<file path="src/rtl/trap_sequencer_pkg.sv">
// Shared types and constants for the machine-mode trap sequencer.
package trap_pkg;

  // Sequencer states.
  typedef enum logic [2:0] {
    ST_IDLE    = 3'd0,
    ST_ISSUE   = 3'd1,
    ST_WAIT    = 3'd2,
    ST_RELEASE = 3'd3,
    ST_HALT    = 3'd4
  } trap_state_t;

  // CSR block operations mastered by the sequencer.
  localparam logic [2:0] CSR_OP_EXCEPTION = 3'b000;
  localparam logic [2:0] CSR_OP_MRET      = 3'b001;

  // Interrupt cause codes and the address bit that marks a cause as an interrupt.
  localparam logic [3:0] CAUSE_IRQ_EXT = 4'd11;
  localparam logic [3:0] CAUSE_IRQ_SW  = 4'd3;
  localparam int         CAUSE_IRQ_BIT = 4;

  // One complete CSR request as held on the bus for the whole handshake.
  typedef struct packed {
    logic [2:0]  op;
    logic [11:0] addr;
    logic [31:0] write_value;
  } csr_req_t;

  // Cause address: low nibble is the cause code, CAUSE_IRQ_BIT flags interrupts.
  function automatic logic [11:0] cause_addr(input logic is_irq, input logic [3:0] code);
    logic [11:0] addr;
    addr                = {8'h00, code};
    addr[CAUSE_IRQ_BIT] = is_irq;
    return addr;
  endfunction

endpackage

</file>
<file path="src/rtl/trap_sequencer_if.sv">
// CSR request/response bus between the trap sequencer (master) and the CSR block (slave).
interface trap_sequencer_if;

  logic        csr_available;
  logic [2:0]  csr_op;
  logic [11:0] csr_addr_exception;
  logic [31:0] csr_write_value;
  logic [31:0] csr_read_value;
  logic        csr_busy;
  logic        csr_fault;

  modport master (
    output csr_available,
    output csr_op,
    output csr_addr_exception,
    output csr_write_value,
    input  csr_read_value,
    input  csr_busy,
    input  csr_fault
  );

  modport slave (
    input  csr_available,
    input  csr_op,
    input  csr_addr_exception,
    input  csr_write_value,
    output csr_read_value,
    output csr_busy,
    output csr_fault
  );

endinterface

</file>
<file path="src/rtl/trap_sequencer.sv">
// Machine-mode trap sequencer: arbitrates exceptions, interrupts and MRET,
// runs the CSR available/busy handshake and returns the redirect PC.
module trap_sequencer
  import trap_pkg::*;
#(
  parameter int unsigned TIMEOUT_CYCLES = 15
) (
  input  logic             clk,
  input  logic             reset,
  input  logic             exc_valid,
  input  logic [3:0]       exc_code,
  input  logic [31:0]      exc_pc,
  input  logic             mret_valid,
  input  logic             irq_ext,
  input  logic             irq_sw,
  input  logic [31:0]      next_pc,
  trap_sequencer_if.master csr,
  output logic             redirect_valid,
  output logic [31:0]      redirect_pc,
  output logic             trap_busy,
  output logic             fatal
);

  localparam logic [7:0] TIMEOUT_LIMIT = 8'(TIMEOUT_CYCLES);

  trap_state_t state_reg;
  logic [7:0]  timeout_cnt_reg;
  logic [7:0]  timeout_cnt_next;
  logic        timeout_hit;
  csr_req_t    req_reg;
  logic        avail_reg;
  logic        redirect_valid_reg;
  logic [31:0] redirect_pc_reg;
  logic        trap_busy_reg;
  logic        fatal_reg;

  logic        accept;
  csr_req_t    accept_req;

  // Fixed-priority request encoder: exception > external irq > software irq > MRET.
  always_comb begin
    accept     = 1'b0;
    accept_req = '0;
    if (exc_valid) begin
      accept                 = 1'b1;
      accept_req.op          = CSR_OP_EXCEPTION;
      accept_req.addr        = cause_addr(1'b0, exc_code);
      accept_req.write_value = exc_pc;
    end else if (irq_ext) begin
      accept                 = 1'b1;
      accept_req.op          = CSR_OP_EXCEPTION;
      accept_req.addr        = cause_addr(1'b1, CAUSE_IRQ_EXT);
      accept_req.write_value = next_pc;
    end else if (irq_sw) begin
      accept                 = 1'b1;
      accept_req.op          = CSR_OP_EXCEPTION;
      accept_req.addr        = cause_addr(1'b1, CAUSE_IRQ_SW);
      accept_req.write_value = next_pc;
    end else if (mret_valid) begin
      accept                 = 1'b1;
      accept_req.op          = CSR_OP_MRET;
      accept_req.addr        = '0;
      accept_req.write_value = '0;
    end
  end

  // The count includes the cycle being finished, so the limit trips after
  // exactly TIMEOUT_CYCLES cycles spent in ISSUE+WAIT.
  assign timeout_cnt_next = timeout_cnt_reg + 8'd1;
  assign timeout_hit      = (timeout_cnt_next >= TIMEOUT_LIMIT);

  // Trap FSM; every output is a register updated here.
  always_ff @(posedge clk or posedge reset) begin
    if (reset) begin
      state_reg          <= ST_IDLE;
      timeout_cnt_reg    <= '0;
      req_reg            <= '0;
      avail_reg          <= 1'b0;
      redirect_valid_reg <= 1'b0;
      redirect_pc_reg    <= '0;
      trap_busy_reg      <= 1'b0;
      fatal_reg          <= 1'b0;
    end else begin
      redirect_valid_reg <= 1'b0;
      unique case (state_reg)
        ST_IDLE: begin
          if (accept) begin
            req_reg         <= accept_req;
            timeout_cnt_reg <= '0;
            avail_reg       <= 1'b1;
            trap_busy_reg   <= 1'b1;
            state_reg       <= ST_ISSUE;
          end
        end
        ST_ISSUE: begin
          timeout_cnt_reg <= timeout_cnt_next;
          if (timeout_hit) begin
            fatal_reg <= 1'b1;
            avail_reg <= 1'b0;
            state_reg <= ST_HALT;
          end else if (csr.csr_busy) begin
            state_reg <= ST_WAIT;
          end
        end
        ST_WAIT: begin
          timeout_cnt_reg <= timeout_cnt_next;
          // A response arriving on the last allowed cycle still wins over the timeout.
          if (!csr.csr_busy) begin
            avail_reg <= 1'b0;
            if (csr.csr_fault) begin
              fatal_reg <= 1'b1;
              state_reg <= ST_HALT;
            end else begin
              redirect_valid_reg <= 1'b1;
              redirect_pc_reg    <= csr.csr_read_value;
              state_reg          <= ST_RELEASE;
            end
          end else if (timeout_hit) begin
            fatal_reg <= 1'b1;
            avail_reg <= 1'b0;
            state_reg <= ST_HALT;
          end
        end
        ST_RELEASE: begin
          trap_busy_reg <= 1'b0;
          state_reg     <= ST_IDLE;
        end
        ST_HALT: begin
          avail_reg     <= 1'b0;
          trap_busy_reg <= 1'b1;
        end
        default: begin
          // Corrupted state encoding is treated like a hung CSR.
          fatal_reg     <= 1'b1;
          avail_reg     <= 1'b0;
          trap_busy_reg <= 1'b1;
          state_reg     <= ST_HALT;
        end
      endcase
    end
  end

  assign csr.csr_available      = avail_reg;
  assign csr.csr_op             = req_reg.op;
  assign csr.csr_addr_exception = req_reg.addr;
  assign csr.csr_write_value    = req_reg.write_value;

  assign redirect_valid = redirect_valid_reg;
  assign redirect_pc    = redirect_pc_reg;
  assign trap_busy      = trap_busy_reg;
  assign fatal          = fatal_reg;

endmodule

</file>
<file path="src/flat_wrapper.sv">
// flat-port wrapper written by rule: the top's interface ports become plain ports
module trap_sequencer_flat import trap_pkg::*;
#(
  parameter int unsigned TIMEOUT_CYCLES = 15
)
  (clk, reset, exc_valid, exc_code, exc_pc, mret_valid, irq_ext, irq_sw, next_pc, redirect_valid, redirect_pc, trap_busy, fatal, csr_csr_available, csr_csr_op, csr_csr_addr_exception, csr_csr_write_value, csr_csr_read_value, csr_csr_busy, csr_csr_fault);
  trap_sequencer_if csr_i ();
  input  logic clk;
  input  logic reset;
  input  logic exc_valid;
  input  logic [3:0] exc_code;
  input  logic [31:0] exc_pc;
  input  logic mret_valid;
  input  logic irq_ext;
  input  logic irq_sw;
  input  logic [31:0] next_pc;
  output logic redirect_valid;
  output logic [31:0] redirect_pc;
  output logic trap_busy;
  output logic fatal;
  output wire logic [$bits(csr_i.csr_available)-1:0] csr_csr_available;
  output wire logic [$bits(csr_i.csr_op)-1:0] csr_csr_op;
  output wire logic [$bits(csr_i.csr_addr_exception)-1:0] csr_csr_addr_exception;
  output wire logic [$bits(csr_i.csr_write_value)-1:0] csr_csr_write_value;
  input wire logic [$bits(csr_i.csr_read_value)-1:0] csr_csr_read_value;
  input wire logic [$bits(csr_i.csr_busy)-1:0] csr_csr_busy;
  input wire logic [$bits(csr_i.csr_fault)-1:0] csr_csr_fault;
  assign csr_csr_available = csr_i.csr_available;
  assign csr_csr_op = csr_i.csr_op;
  assign csr_csr_addr_exception = csr_i.csr_addr_exception;
  assign csr_csr_write_value = csr_i.csr_write_value;
  assign csr_i.csr_read_value = csr_csr_read_value;
  assign csr_i.csr_busy = csr_csr_busy;
  assign csr_i.csr_fault = csr_csr_fault;
  trap_sequencer #(.TIMEOUT_CYCLES(TIMEOUT_CYCLES)) u_core (.clk(clk), .reset(reset), .exc_valid(exc_valid), .exc_code(exc_code), .exc_pc(exc_pc), .mret_valid(mret_valid), .irq_ext(irq_ext), .irq_sw(irq_sw), .next_pc(next_pc), .csr(csr_i), .redirect_valid(redirect_valid), .redirect_pc(redirect_pc), .trap_busy(trap_busy), .fatal(fatal));
endmodule
</file>
<file path="config.mk">
export PLATFORM = sky130hd
export DESIGN_NAME = trap_sequencer_flat
export DESIGN_NICKNAME = d
export VERILOG_FILES = /design/src/rtl/trap_sequencer_pkg.sv /design/src/rtl/trap_sequencer_if.sv /design/src/rtl/trap_sequencer.sv /design/src/flat_wrapper.sv
export SDC_FILE = /design/constraint.sdc
export NUM_CORES = 1
export LEC_CHECK = 0
export CAP_MARGIN = 40
export CELL_PAD_IN_SITES_DETAIL_PLACEMENT = 1
export CELL_PAD_IN_SITES_GLOBAL_PLACEMENT = 1
export CORE_ASPECT_RATIO = 0.9
export CORE_MARGIN = 2
export CORE_UTILIZATION = 32
export DETAILED_ROUTE_END_ITERATION = 12
export HOLD_SLACK_MARGIN = 0.15
export PLACE_DENSITY_LB_ADDON = 0.1
export SKIP_LAST_GASP = 1
export SLEW_MARGIN = 20
export SYNTH_ARGS = -nofsm -noshare
export SYNTH_HDL_FRONTEND = slang
export SYNTH_SLANG_ARGS = --single-unit
</file>
<file path="constraint.sdc">
create_clock -name clk -period 9.38 [get_ports clk]
set_input_delay 2.814 -clock clk [delete_from_list [all_inputs] [get_ports clk]]
set_output_delay 2.814 -clock clk [all_outputs]
set_load 0.01 [all_outputs]
</file>
==> run_results.csv <==
group,metric,value,unit
critical_path,critPathArrivalTime,5.18,ns
route,ant_nets,0,
timing,fin_tns_setup,0,ns
global_routing,grt_start_max_net_pins,50,
power,powerDensity,226,nW/um^2
yosys,synth_edf_count,0,
clocking,numCtsBuffers,9,
timing,finalCriticalPeriod,4.95,ns
critical_path,slowest_stage,"or4_4",
yosys,synth.distinct_cells,54,
clocking,cts_hold_buf,0,
layout,antenna_cells,0,
power,peakVddDrop,0.0888,mV
placement,port_buffers,181,
floorplan,core,11600,sq um
clocking,clkLatencyLatePin,0.34,ns
route,wl_per_cell,17.3,um
floorplan,die_w,120,um
route,route.vias.total,3312,
critical_path,crit_fanout,49,
timing,slew-limit-headroom,50.5,%
layout,area_growth,57.9,%
floorplan,ios,191,
timing,hold_violations,0,
yosys,yosys_warnings,0,
yosys,netlist_area,3850,sq um
power,p_seq_share,38.4,%
global_routing,overflow,0,
clocking,h-tree-depth,3,
timing,tightest_slew,0.741,ns
min_path,worstHoldPathType,"flip-flop to flip-flop",
power,totalPowerFinal,1.37,mW
layout,fin_area,6080,sq um
route,drc,0,
timing,fin_skew,0.0106,ns
floorplan,die-area,12900,sq um
clocking,post_cts_resized,0,
route,drt_first_pass_iters,4,
timing,period_share,52.7,%
power,clockPowerShare,26.0,%
yosys,synthFlopType,"dfrtp_1",
placement,dp_hpwl,8.86,mm
global_routing,grt_pass1_vias,3371,
global_routing,grt_pass1_wl,18.4,mm
timing,setup_ws,4.43,ns
yosys,syn_inst,345,
clocking,clock-sinks,85,
yosys,ys_seq_elements,85,
clocking,clk_pin_slew,0.06,ns
route,vias_per_cell,4.88,
clocking,clockRootBuffer,"clkbuf_16",
floorplan,fp.dieH,108,um
clocking,post_cts_buffers,0,
critical_path,required,9.61,ns
power,sw_frac_of_total,32.0,%
outcome,status,"complete, no violations",
power,intPower,0.934,mW
yosys,syn-mean-instance-area,11.2,sq um
layout,fin_nets,627,
layout,final_layout_size_suffix_gt1_share,12.8,%
placement,place_area,5780,sq um
timing,rsz0062_at_grt,"no",
placement,gp_congestion,0.790,
placement,preCtsSetupSlack,4.10,ns
layout,layout_common_cells,"181 x clkdlybuf4s50_1, 85 x dfrtp_1, 45 x o21ai_0",
clocking,cts_tree,"done",
yosys,async_flop_share,100,%
timing,finalSetupViolations,0,
route,drt_wl_total,11.7,mm
clocking,clockBufferDepth,2,
global_routing,track_usage,18.3,%
timing,drv_slew,0,
critical_path,cp-end-kind,"flip-flop",
floorplan,initial_utilization,33.3,%
timing,fmax,0.202,GHz
critical_path,worst_setup_path_start_kind,"input pin",
layout,final_cells,678,
layout,final_common_cell,"clkdlybuf4s50_1",
global_routing,grt_antenna_before_repair,0,
yosys,seq_area_frac_synth,55.2,%
power,comb_power_share,35.7,%
power,p_leak,2.60,nW
floorplan,num_rows,37,
critical_path,crit_type,"input pin to flip-flop",
placement,place_inst,662,
route,first_iter_violations,123,
critical_path,max_stage_delay,0.56,ns
power,netSwitchingPower,0.439,mW
flow_run,maxCapViolCount,0,
critical_path,path_cells,"clkdlybuf4s50_1 -> buf_4 -> or4_4 -> nand2_2 -> buf_12 -> and2_2 -> o21ai_0 -> o31ai_1",
[worst paths after layout]
kind,slack [ns],cells past startpoint,startpoint,end
max,4.43,8,exc_valid,u_core.timeout_cnt_reg[2]$_DFFE_PP0P_
max reg2reg,7.05,6,u_core.state_reg[2]$_DFFE_PP0P_,u_core.timeout_cnt_reg[2]$_DFFE_PP0P_
min,0.48,2,u_core.csr.csr_write_value[0]$_DFFE_PP0P_,u_core.csr.csr_write_value[0]$_DFFE_PP0P_
max in group asynchronous,5.85,4,reset,u_core.timeout_cnt_reg[3]$_DFFE_PP0P_
min in group asynchronous,2.90,3,reset,u_core.redirect_pc[17]$_DFFE_PP0P_
min reg2reg,0.48,2,u_core.csr.csr_write_value[0]$_DFFE_PP0P_,u_core.csr.csr_write_value[0]$_DFFE_PP0P_
[area by class of cell]
cell class	count	area, sq um
Fill cell	1254	5490
Sequential cell	85	2130
Timing Repair Buffer	186	1880
Clock buffer	10	229
Tap cell	156	195
Clock inverter	6	71.3
Multi-Input combinational cell	230	1560
Inverter	5	20.0
[cells by family after synthesis]
kind of cell	Yosys count	synth area share, %
compound gates	105	17.9
xor+xnor	5	1.14
fa+ha+maj	2	0.650
buf+inv	38	5.33
flops	85	55.2
mux	33	9.62
other cells	1	0.0974
simple gates	76	10.0
[worst max-delay path: cells and delay by family]
family | cells | cell delay, ns
and+or+nand+nor | 3 | 1.17
buffers and inverters | 3 | 0.93
AOI/OAI and AO/OA | 2 | 0.24
[power by group through the flow]
stage               clock (mW)  sequential (mW)  combinational, mW
global route             0.383            0.540              0.534
finish                   0.356            0.527              0.490
global placement             0            0.527              0.473
floorplan                    0            0.558              0.182
CTS                      0.366            0.528              0.499
detailed placement           0            0.533              0.497
[Yosys cell counts, types with 2 or more instances]
master    count  area share (%)
xor2_1        3            0.68
ha_1          2            0.65
nand3_1       8             1.0
a21oi_1       5            0.65
a22o_1        3            0.68
xnor2_1       2            0.45
nor2_1        9            0.88
dfrtp_1      85              55
mux2_2       31             9.1
a22oi_1      32             6.2
inv_1         5            0.49
nand4_1       3            0.49
o31ai_1       3            0.58
o21ai_0      45             5.8
nand2_1      38             3.7
clkbuf_2      3            0.39
buf_4        13             2.5
buf_2         8             1.0
clkbuf_1      9            0.88
nand2b_1      4            0.65
[per-layer routing]
layer	vias to the layer above	GRT usage, %	part of all wire [%]
met5	-	0	0
met4	0	5.13	1.2
li1	1574	-	-
met3	12	7.07	8.4
met1	1584	21.4	41
met2	142	31.5	49
[per-stage QoR]
| step | hold WS [ns] | util (%) |
|---|---|---|
| 2_1_floorplan | 0.488 | - |
| 3_3_place_gp | 0.462 | 49.5 |
| 4_1_cts | 0.484 | 52.5 |
| 5_1_grt | 0.507 | 52.5 |
| 3_5_place_dp | 0.470 | 49.9 |
| 6_report | 0.478 | 52.5 |
(Power assumes the default switching activity.)
